--- src/rtl/mem_writeback_pkg.sv ---
// Shared types for the writeback stage: instruction control struct and memory-op encoding.
// No logic; types and widths only.
// Consumers import with mem_writeback_pkg::*.
package mem_writeback_pkg;

   localparam int RF_AW = 5;

   typedef enum logic [1:0] {
      MEM_OP_NONE = 2'd0,
      MEM_OP_LW   = 2'd1,
      MEM_OP_SW   = 2'd2
   } mem_op_e;

   typedef struct packed {
      mem_op_e mem_op;
      logic    rf_we;
      logic    is_halt;
   } f_dec_t;

   typedef struct packed {
      logic [RF_AW-1:0] reg_dest;
      f_dec_t           f_dec;
   } instr_structure;

endpackage

--- src/rtl/wb_fifo.sv ---
// Pending-write FIFO with head and youngest-entry (tail-1) read ports.
// Latency: a pushed entry is visible at head/tail the cycle after the push edge.
// Backpressure: a push while full is dropped unless a pop happens in the same cycle.
module wb_fifo #(
   parameter int W     = 37,
   parameter int DEPTH = 2
) (
   input  logic         clk,
   input  logic         rst_n,
   input  logic         push,
   input  logic         pop,
   input  logic [W-1:0] din,
   output logic         full,
   output logic         empty,
   output logic [W-1:0] head,
   output logic [W-1:0] tail
);

   localparam int AW = $clog2(DEPTH);

   logic [W-1:0]  mem [DEPTH];
   logic [AW-1:0] wr_ptr;
   logic [AW-1:0] rd_ptr;
   logic [AW:0]   cnt;
   logic          do_push;
   logic          do_pop;

   assign full    = (cnt == (AW+1)'(DEPTH));
   assign empty   = (cnt == '0);
   assign do_pop  = pop && !empty;
   assign do_push = push && (!full || do_pop);
   assign head    = mem[rd_ptr];
   assign tail    = mem[wr_ptr - AW'(1)];

   // Storage and pointer/occupancy update; storage is cleared so outputs read zero after reset.
   always_ff @(posedge clk or negedge rst_n) begin
      if (!rst_n) begin
         for (int i = 0; i < DEPTH; i++) mem[i] <= '0;
         wr_ptr <= '0;
         rd_ptr <= '0;
         cnt    <= '0;
      end else begin
         if (do_push) begin
            mem[wr_ptr] <= din;
            wr_ptr      <= wr_ptr + AW'(1);
         end
         if (do_pop) rd_ptr <= rd_ptr + AW'(1);
         case ({do_push, do_pop})
            2'b10:   cnt <= cnt + (AW+1)'(1);
            2'b01:   cnt <= cnt - (AW+1)'(1);
            default: cnt <= cnt;
         endcase
      end
   end

endmodule

--- src/rtl/mem_writeback.sv ---
// Writeback stage: picks load/ALU value, queues register-file writes, forwards youngest pending write.
// Latency: write request 1 cycle after accept; done_out 1 cycle after accept.
// Backpressure: rf_wr_ready stalls the head; wb_stall tells upstream the queue is full.
module mem_writeback
   import mem_writeback_pkg::*;
#(
   parameter int DATA_W    = 32,
   parameter int REG_AW    = 5,
   parameter int BUF_DEPTH = 2,
   parameter int CNT_W     = 32
) (
   input  logic              clk,
   input  logic              rst_n,
   input  logic              done_in,
   input  instr_structure    iCont_in,
   input  logic [DATA_W-1:0] loadedData_in,
   input  logic [DATA_W-1:0] resultIn,
   input  logic              rf_wr_ready,
   output logic              rfWriteEn,
   output logic [REG_AW-1:0] rfWriteAddr,
   output logic [DATA_W-1:0] rfWriteData,
   output logic              fwd_valid,
   output logic [REG_AW-1:0] fwd_addr,
   output logic [DATA_W-1:0] fwd_data,
   output logic              wb_stall,
   output logic              overflow_err,
   output logic [CNT_W-1:0]  retired_count,
   output logic              halted,
   output logic              done_out
);

   localparam int ENT_W = REG_AW + DATA_W;

   logic              accept;
   logic              need_wr;
   logic              push;
   logic              pop;
   logic              full;
   logic              empty;
   logic              halt_pending;
   logic [REG_AW-1:0] dest;
   logic [DATA_W-1:0] wr_value;
   logic [ENT_W-1:0]  head;
   logic [ENT_W-1:0]  tail;

   // Accept/push decode; once a halt is pending, arrivals are ignored entirely.
   always_comb begin
      dest     = REG_AW'(iCont_in.reg_dest);
      accept   = done_in && !halt_pending && !halted;
      need_wr  = iCont_in.f_dec.rf_we && (dest != '0) && (iCont_in.f_dec.mem_op != MEM_OP_SW);
      wr_value = (iCont_in.f_dec.mem_op == MEM_OP_LW) ? loadedData_in : resultIn;
      pop      = !empty && rf_wr_ready;
      push     = accept && need_wr && !wb_stall;
   end

   assign wb_stall    = full && !pop;
   assign rfWriteEn   = !empty;
   assign rfWriteAddr = head[DATA_W +: REG_AW];
   assign rfWriteData = head[DATA_W-1:0];
   assign fwd_valid   = !empty;
   assign fwd_addr    = tail[DATA_W +: REG_AW];
   assign fwd_data    = tail[DATA_W-1:0];

   wb_fifo #(
      .W     (ENT_W),
      .DEPTH (BUF_DEPTH)
   ) u_fifo (
      .clk   (clk),
      .rst_n (rst_n),
      .push  (push),
      .pop   (pop),
      .din   ({dest, wr_value}),
      .full  (full),
      .empty (empty),
      .head  (head),
      .tail  (tail)
   );

   // Retirement count, sticky overflow, halt tracking and the accept pulse.
   always_ff @(posedge clk or negedge rst_n) begin
      if (!rst_n) begin
         retired_count <= '0;
         overflow_err  <= 1'b0;
         halt_pending  <= 1'b0;
         halted        <= 1'b0;
         done_out      <= 1'b0;
      end else begin
         retired_count <= retired_count + CNT_W'(pop) + CNT_W'(accept && !need_wr);
         if (accept && wb_stall) overflow_err <= 1'b1;
         if (accept && iCont_in.f_dec.is_halt) halt_pending <= 1'b1;
         if (halt_pending && empty) halted <= 1'b1;
         done_out <= accept;
      end
   end

endmodule

--- config.mk ---
export PLATFORM = sky130hd
export DESIGN_NAME = mem_writeback
export DESIGN_NICKNAME = d
export VERILOG_FILES = /design/src/rtl/mem_writeback_pkg.sv /design/src/rtl/wb_fifo.sv /design/src/rtl/mem_writeback.sv
export SDC_FILE = /design/constraint.sdc
export NUM_CORES = 1
export LEC_CHECK = 0
export CORE_MARGIN = 2
export CORE_UTILIZATION = 40
export CTS_CLUSTER_DIAMETER = 100
export CTS_CLUSTER_SIZE = 24
export DETAILED_ROUTE_END_ITERATION = 6
export GPL_ROUTABILITY_DRIVEN = 0
export PLACE_DENSITY = 0.82
export SETUP_SLACK_MARGIN = 0.15
export SYNTH_ARGS = -nofsm -noshare
export SYNTH_HDL_FRONTEND = slang
export SYNTH_SLANG_ARGS = --single-unit
--- constraint.sdc ---
create_clock -name clk -period 2.5 [get_ports clk]
set_input_delay 0.5 -clock clk [delete_from_list [all_inputs] [get_ports clk]]
set_output_delay 0.5 -clock clk [all_outputs]
set_load 0.005 [all_outputs]
* Yosys cells after proc, flatten, opt, wreduce, memory -nomap -nowiden
Index checks and enable logic that the tools add are counted.
Word-level totals: input bits 77, flip-flop bits (word level) 114, word-level logic and storage cells 66, output and inout port bits 112
Operators by class: bitwise logic cells 3, $lt $le $gt $ge 4, add/sub/neg operators 7, equal/unequal tests 5, reductions and logical operators 26, multiplexer cells 11
Operators by type and width (number):
- 2-to-1 mux 37 bit | 7
- bitwise mux 74 bit | 1
- adder 32 x 1 -> 32 bit | 2
- demux 37 bit (select 1 bit) | 1
- 2-to-1 mux 32 bit | 1
- logical AND 1 bit | 15
- zero test 1 bit | 7
- >= comparator 2 bit, second input constant | 3
- inverter 1 -> 2 bit | 3
- nonzero test 5 bit | 1
- == test 2 x 1 -> 1 bit, second input constant | 2
- == test 2 bit, second input constant | 2
- case mux 2 bit (2 select lines) | 1
- adder 1 bit, second input constant | 2
- adder 2 x 1 -> 2 bit, second input constant | 1
- zero test 2 bit | 1
- less-than comparator 2 x 1 -> 1 bit, second input constant | 1
- != test 2 bit, second input constant | 1
- nonzero test 2 bit | 1
- subtractor 2 x 1 -> 2 bit, second input constant | 1
- logical OR 1 bit | 1
- subtractor 1 bit, second input constant | 1

* Logic depth before layout (Yosys ltp)
Gate-level depths: netlist of the first run.
depth in word-level cells 10, gate-level depth with buffers 9, mapped depth without buffers 9

* Cells and area by module
Synthesis of the first run repeated with hierarchy kept, for this count alone.
Unflattened totals: cells, all modules 443, area, all modules 6053.3 sq um
By module, submodules not included:
- wb_fifo | cells an instance 256, seq. area each 1951.9 sq um, times used 1, area each 3992.6 sq um
- mem_writeback | cells an instance 187, seq. area each 900.9 sq um, times used 1, area each 2060.7 sq um

* Worst setup path after synthesis of the first run
OpenSTA, ideal clock, no wires.
path kind input to register, start in iCont_in[4] (netlist name), end reg retired_count[18], slack -0.207 ns, data required time 2.376 ns, cell stages on the path 9, arrival time 2.583 ns, buffers on the path 0, library setup time 0.124 ns, cells stage by stage or4_1 o221a_2 nor2_1 fa_1 ha_1 nand4_1 nor4_1 nand3_1 xnor2_1
Between the ends: cells in the longest elaborated chain, start to end 6
RTL lines:
- start, declared | line mem_writeback.sv:15 | input instr_structure iCont_in,
- nonzero test 5 bit | line mem_writeback.sv:50 | need_wr = iCont_in.f_dec.rf_we && (dest != '0) && (iCont_in.f_dec.mem_op != MEM_OP_SW);
- logical AND 1 bit (2 in series) | line mem_writeback.sv:50
- zero test 1 bit | line mem_writeback.sv:88 | retired_count <= retired_count + CNT_W'(pop) + CNT_W'(accept && !need_wr);
- logical AND 1 bit | line mem_writeback.sv:88
- adder 32 x 1 -> 32 bit | line mem_writeback.sv:88
- end signal, assigned | line mem_writeback.sv:88
- end, declared | line mem_writeback.sv:27 | output logic [CNT_W-1:0] retired_count,
No other way between the ends. A chain may end at the register's enable or synchronous reset.

* Worst setup path after layout of the first run
start reg u_fifo.wr_ptr, end out fwd_data[20]
Between the ends: cells in the longest elaborated chain, start to end 5
RTL lines:
- start, declared | line wb_fifo.sv:22 | logic [AW-1:0] wr_ptr;
- start signal, assigned | line wb_fifo.sv:45 | wr_ptr <= wr_ptr + AW'(1);
- subtractor 1 bit | line wb_fifo.sv:33 | assign tail = mem[wr_ptr - AW'(1)];
- inverter 1 -> 2 bit (not written as such) | line wb_fifo.sv:33
- 2-to-1 mux 37 bit (not written as such) (3 in series) | line wb_fifo.sv:33
- end, declared | line mem_writeback.sv:24 | output logic [DATA_W-1:0] fwd_data,
No other way between the ends. The select of a mux whose other input is x is not followed.

==> metrics.txt, run 1 <==
Syn. warnings 0; slowest cell on the critical path clkdlybuf4s50_1; P_leak 4.13 nW; die area 0.0158 sq mm; largest net degree at the start of global routing 115; Worst-path clk slew 0.05 ns; CP Launch Point u_fifo.wr_ptr; status complete, no violations; Routed Antenna Nets 0; port buffer count 188; reg2reg end retired_count[20]; layout cells sized above 1 between 40% and 50%; most frequent cell after synthesis mux2_2; worst hold-check path type in -> async; Synth-to-Final Area Change 51.3%; Crit path required time 2.00 ns; detailed-route via count around 4300; worst-path cell chain buf_12, mux2_2, clkdlybuf4s50_1; critical path fanouts, max 22; global-route congestion overflow total 0; Global Route Usage Sum 19.8%; aggregate routed wire length 15.5 mm; syn nets 514; EDFF count, synth 0; clock sink count ~110; Least-Margin Pin Slew 0.597 ns; Final setup viols 0; R2R Setup Slk approximately 0.18 ns; Num CTS Buffers 17; Filler Cell Count 1116; CP arrival 1.84 ns; minimum clock period between 2 and 2.5 ns; Peak supply drop approximately 0.00052 V; Critical path destination fwd_data[20]; total chip power 7.57 mW; hold_ws 0.160 ns; final worst-path cycle share 93.5%; I/O pins around 190; final core utilization 61.8%; WP buf/inv 2; Die Wd between 100 and 150 um; Avg Inst Size Synth 13.7 sq um; RSZ-0062 raised after global routing yes; top achievable clock speed about 430 MHz; core area 0.0145 sq mm; # diodes 0; DRT iter0 DRCs 160; slowest cell delay on critical path 0.48 ns; drt wl/cell 18.3 um; commonest cells in the synthesized netlist mux2_2, dfrtp_1, mux2_4; CTS root buf clkbuf_16; pwr dens roughly 840 mW/mm^2; Slew Limit Fails 0; row cnt 44; Clock Tree Buf Depth 2; CP top delay family buffers and inverters; H-tree depth 4; share of the synthesized area in the top cell type 48.1%; Max-Cap Viols 0; top_reg_cell synth dfrtp_1; Pre-Repair DR Iteration Count 4; FF-to-FF path depth 9; CTS tree yes; vias per cell 5.12; Final Skew approximately 0.0054 ns; crit path kind reg -> out; Cell Area, Synth roughly 0.006 sq mm; Clk Latency, worst-skew pair 0.41 ns; area occupied by multi-input gates 0.00303 sq mm; Die H 126 um; fin nets roughly 730; synthesized instance count about 430; initial antenna violation count 0; hold buffer count at CTS 0; Critical Path End Type output port; count of cell types in the netlist 33; FF/Latch Area 0.00286 sq mm; slew margin rel. between 60% and 70%; CP Launch Type register; # DRC 0; Area contributors post-synth dfrtp_1, mux2_2, mux2_4; Starting Density slightly above 40%; Worst path depth 3; first-pass GRT wire length around 25 mm; sequential share of the synthesized area 48.1%; Async S/R FF share, synth 100%; Final Hold Vio Count 0; flops & latches, synth about 110; Crit Reg-Reg Startpoint u_fifo.cnt[0]; vias in the first global route 4768; Synth area leader dfrtp_1; DP Wirelength approximately 11 mm
-- layout make-up --
type                       instances  area share (%)
clock buffer                      25            5.74
clock inverter                     5           0.557
inverter                           6           0.251
multi-input combinational        292            33.7
sequential                       114            31.8
tap                              184            2.56
timing repair buffer             221            25.4
-- cells in the final DEF, fill, tap and decap left out, types with 3 or more instances in the layout --
master	n
nand4_1	9
mux2_4	30
nor2_1	8
clkbuf_16	17
nor4_2	6
dlymetal6s2s_1	5
inv_1	6
xor2_1	22
buf_12	11
buf_4	22
nand2_1	11
clkinv_2	4
xnor2_1	13
mux2_2	150
dfrtp_1	112
nor3_1	3
nand3_1	8
clkbuf_8	6
buf_6	3
and3_1	8
clkdlybuf4s50_1	177
-- how the worst min path moves through the flow --
| stage | to | startpoint | cells after the start |
|---|---|---|---|
| finish | u_fifo.mem[37] | rst_n | 2 |
| global route | u_fifo.mem[37] | rst_n | 2 |
| CTS | u_fifo.mem[37] | rst_n | 2 |
| detailed placement | overflow_err | overflow_err | 1 |
| global placement | overflow_err | overflow_err | 1 |
| floorplan | done_out | rst_n | 0 |
-- routing by layer --
layer / vias to the layer above / part of all wire [%] / track usage [%]
met5: - / 0 / 0
met4: 0 / 1.8 / 6.79
met3: 22 / 7.4 / 6.67
met2: 161 / 50 / 33.4
met1: 2151 / 41 / 23.9
li1: 1999 / - / -
-- cell families (layout without fill, tap and decap cells) --
| logic type | after synthesis | count (layout) | share of synthesized area, % |
|---|---|---|---|
| mux | 180 | 180 | 36.0 |
| flops | 114 | 114 | 48.1 |
| simple gates | 70 | 70 | 6.39 |
| xor+xnor | 35 | 35 | 5.16 |
| buf+inv | 28 | 257 | 3.06 |
| compound gates | 4 | 4 | 0.548 |
| fa+ha+maj | 3 | 3 | 0.759 |
-- worst register-to-register path, delay by kind of cell, from the launching register on --
family,cells,cell delay (ns)
adder cells (fa/ha/maj),2,0.59
flip-flops,1,0.42
XOR/XNOR,1,0.17
AND/OR/NAND/NOR,4,0.74
buffers and inverters,2,0.30
-- sequential cells by signal, indices dropped and copies added (netlist names) --
signal / cells
halted: 1
u_fifo.wr_ptr: 1
u_fifo.cnt: 2
halt_pending: 1
overflow_err: 1
u_fifo.rd_ptr: 1
u_fifo.mem: 74
done_out: 1
retired_count: 32
-- what timing repair did --
item | in CTS | in global routing
buffers inserted | 7 | 0
endpoints found under the setup margin | 132 | 81
gates resized for setup | 32 | 17
pin swaps | 8 | 4
-- per-stage QoR --
stage	cells	setup slack, ns	TNS (ns)	area, sq um
6_report	847	0.162	0	8980
5_1_grt	847	0.0910	0	8980
4_1_cts	847	0.108	0	8910
3_5_place_dp	810	-0.708	-35.14	8230
3_3_place_gp	810	-0.530	-30.58	8230
2_1_floorplan	434	-0.0425	-0.109	5980
-- report_power, final --
part / internal, mW / switching, mW
clock network: 1.50 / 0.776
logic: 1.84 / 0.940
registers: 2.19 / 0.309
Power figures use the tool's default switching activity.
==> run 2, diff against run 1 <==
--- a/config.mk
+++ b/config.mk
@@ -12,7 +12,10 @@
 export DETAILED_ROUTE_END_ITERATION = 6
 export GPL_ROUTABILITY_DRIVEN = 0
 export PLACE_DENSITY = 0.82
+export RECOVER_POWER = 50
+export REMOVE_ABC_BUFFERS = 1
 export SETUP_SLACK_MARGIN = 0.15
+export SLEW_MARGIN = 20
 export SYNTH_ARGS = -nofsm -noshare
 export SYNTH_HDL_FRONTEND = slang
 export SYNTH_SLANG_ARGS = --single-unit
==> run 2 against run 1 <==
Net effect: the flow now finishes with violations (negative setup slack); via count up 3.0%; hold slack better by 0.22 ns; combinational power up 2%; clock power up 4%; cell count up 0.59%; design area up 0.40%; non-clock buffer count up 3.
==> metrics.txt, run 2 (synthesized netlist as in run 1, its figures left out) <==
Critical Path End Type register; row cnt 44 (unchanged); switching share of power 27.8% (+1.1 points); Clock Power Share 30.7% (+0.6 points); Critical path destination retired_count[18]; sequential share of power 32.6% (-0.5 points); met3 GRT Util 5.99% (-0.68 points); DRT iter0 DRCs 227 (+42%); Top reg by flops u_fifo.mem; Final Instance Area 0.00902 sq mm (+0.40%); die area 0.0158 sq mm (unchanged); CTS root buf clkbuf_16; Crit Reg-Reg Startpoint halt_pending; Least-Margin Pin Slew 0.842 ns (+0.245 ns); clock sink count 114 (unchanged); Die Wd 126 um (unchanged); Largest regs u_fifo.mem: 74 flops, retired_count: 32 flops, u_fifo.cnt: 2 flops; slew margin rel. 43.9% (-16 points); global-route congestion overflow total 0 (unchanged); H-tree depth 4 (unchanged); Pre-Repair DR Iteration Count 6 (+2); DP Wirelength 10.7 mm (-0.79%); pwr dens 857 mW/mm^2 (+1.7%); pre-CTS setup slack -0.780 ns (-0.0722 ns); GRT Max-Usage Layer met2; # diodes 0 (unchanged); aggregate routed wire length 16.4 mm (+5.9%); vias per cell 5.24 (+2.3%); CP Launch Point iCont_in[6]; port buffer count 188 (unchanged); fin nets 735 (+0.41%); CTS tree yes; leading cell type in the layout, fill and taps excluded mux2_2; initial antenna violation count 0 (unchanged); worst hold-check path type in -> reg; Peak supply drop 0.000538 V (+3.5%); minimum clock period 2.54 ns (+0.199 ns); Slew Limit Fails 0 (unchanged); Max-Cap Viols 0 (unchanged); most frequent cells in the layout mux2_2, clkdlybuf4s50_1, dfrtp_1; Final Hold Vio Count 0 (unchanged); internal power of the cells 5.58 mW (+0.67%); critical path fanouts, max 3 (-86%); Num CTS Buffers 17 (unchanged); Largest register FFs 74 (unchanged); Synth-to-Final Area Change 51.9%; final worst-path cycle share 101% (+8.0 points); Routed Antenna Nets 0 (unchanged); Final Skew 0.00709 ns (+0.00172 ns); Clock Tree Buf Depth 2 (unchanged); Die H 126 um (unchanged); first-pass GRT wire length 25.5 mm (+2.4%); final core utilization 62.0% (+0.25 points); Starting Density 40.8% (unchanged); placed cell areas 0.00817 sq mm (-0.70%); detailed-route via count 4461 (+3.0%); Sw Pwr 2.15 mW (+6.2%); largest net degree at the start of global routing 61 (-47%); Global Route Usage Sum 20.3% (+0.53 points); grt met1 use 24.6% (+0.69 points); RSZ-0062 raised after global routing yes; drt wl/cell 19.2 um (+5.2%); layout cells sized above 1 40.6% (about the same); I/O pins 189 (unchanged); Worst-path clk slew 0.06 ns (about the same); # DRC 0 (unchanged); vias in the first global route 4940 (+3.6%); M2 GR Usage 34.5% (+1.1 points); Crit path required time 2.79 ns (+0.79 ns); crit path kind in -> reg; failing checks negative setup slack; reg2reg end retired_count[18]; Filler Cell Count 1098 (-1.6%); status finished with violations; Final setup viols 2 (+2); P_leak 4.25 nW (+2.9%); core area 0.0145 sq mm (unchanged); CP Launch Type input port; fin worst setup slack -0.0372 ns (-0.199 ns); CP arrival 2.83 ns (+0.99 ns); R2R Setup Slk 0.05 ns (-0.13 ns); Clk Latency, worst-skew pair 0.40 ns (about the same); top achievable clock speed 394 MHz (-7.8%); FF-to-FF path depth 8 (-1); Comb power frac 36.7% (about the same)
run 2: changes by cell type in the layout (fill, tap and decap cells not counted), sizes merged, moves of 2 or more:
| cell | delta |
|---|---|
| clkdlybuf4s50 | -33 |
| dlymetal6s2s | -3 |
| buf | -4 |
| dlygate4sd3 | +37 |
| clkinv | +2 |
| clkinvlp | +3 |
| inv | +2 |
run 2: how the worst min path moves through the flow:
stage                 from             end  slack, ns  cells past startpoint
6_report           done_in    halt_pending       0.38                      2
3_5_place_dp         rst_n        done_out       0.44                      1
2_1_floorplan        rst_n        done_out       0.20                      0
5_1_grt            done_in    halt_pending       0.37                      2
4_1_cts        iCont_in[6]  u_fifo.mem[34]       0.42                      3
3_3_place_gp         rst_n        done_out       0.43                      1
run 2: layer usage:
metal,routed length [um],up-vias,part of all wire [%]
li1,-,2002,-
met4,295,0,1.8
met2,8320,186,51
met3,1140,25,7.0
met1,6630,2248,40
met5,0,-,0
run 2: repair_timing:
action	in CTS	in global routing
gates cloned	1	1
hold buffers	1	0
resized for setup	49	13
endpoints found under the setup margin	110	79
hold endpoints to repair	4	0
pin swaps	10	9
setup buffers	3	4
run 2: area by class of cell:
cell class                 instances  area [sq um]  share of cell area (%)
multi-input combinational        292          3070                    34.0
sequential                       114          2860                    31.7
timing repair buffer             224          2260                    25.0
clock buffer                      19           453                    5.02
tap                              184           230                    2.55
clock inverter                    13           134                    1.48
inverter                           6          22.5                   0.250
run 2: power groups by stage:
stage | Combinational, mW | Clock [mW] | Sequential (mW)
2_1_floorplan | 1.11 | 0 | 2.57
3_3_place_gp | 2.64 | 0 | 2.46
3_5_place_dp | 2.69 | 0 | 2.49
4_1_cts | 2.79 | 2.42 | 2.50
5_1_grt | 3.01 | 2.52 | 2.56
6_report | 2.84 | 2.37 | 2.52
run 2: worst max-delay path: stages:
cell and delay [ns]:
buf_6 0.09, or4_4 0.53, o221a_4 0.27, nor2_4 0.10
fa_2 0.26, ha_4 0.15, nand4_1 0.21, nor4_4 0.38
nand3_2 0.16, xnor2_1 0.16
run 2: through the flow:
| stage | setup TNS (ns) | hold slack [ns] | instances | total power [mW] |
|---|---|---|---|---|
| floorplan | -32.09 | 0.204 | 412 | 3.67 |
| global placement | -31.63 | 0.433 | 810 | 5.10 |
| detailed placement | -35.26 | 0.439 | 810 | 5.18 |
| CTS | 0 | 0.420 | 847 | 7.71 |
| global route | -0.0166 | 0.371 | 852 | 8.09 |
| finish | -0.0479 | 0.378 | 852 | 7.73 |
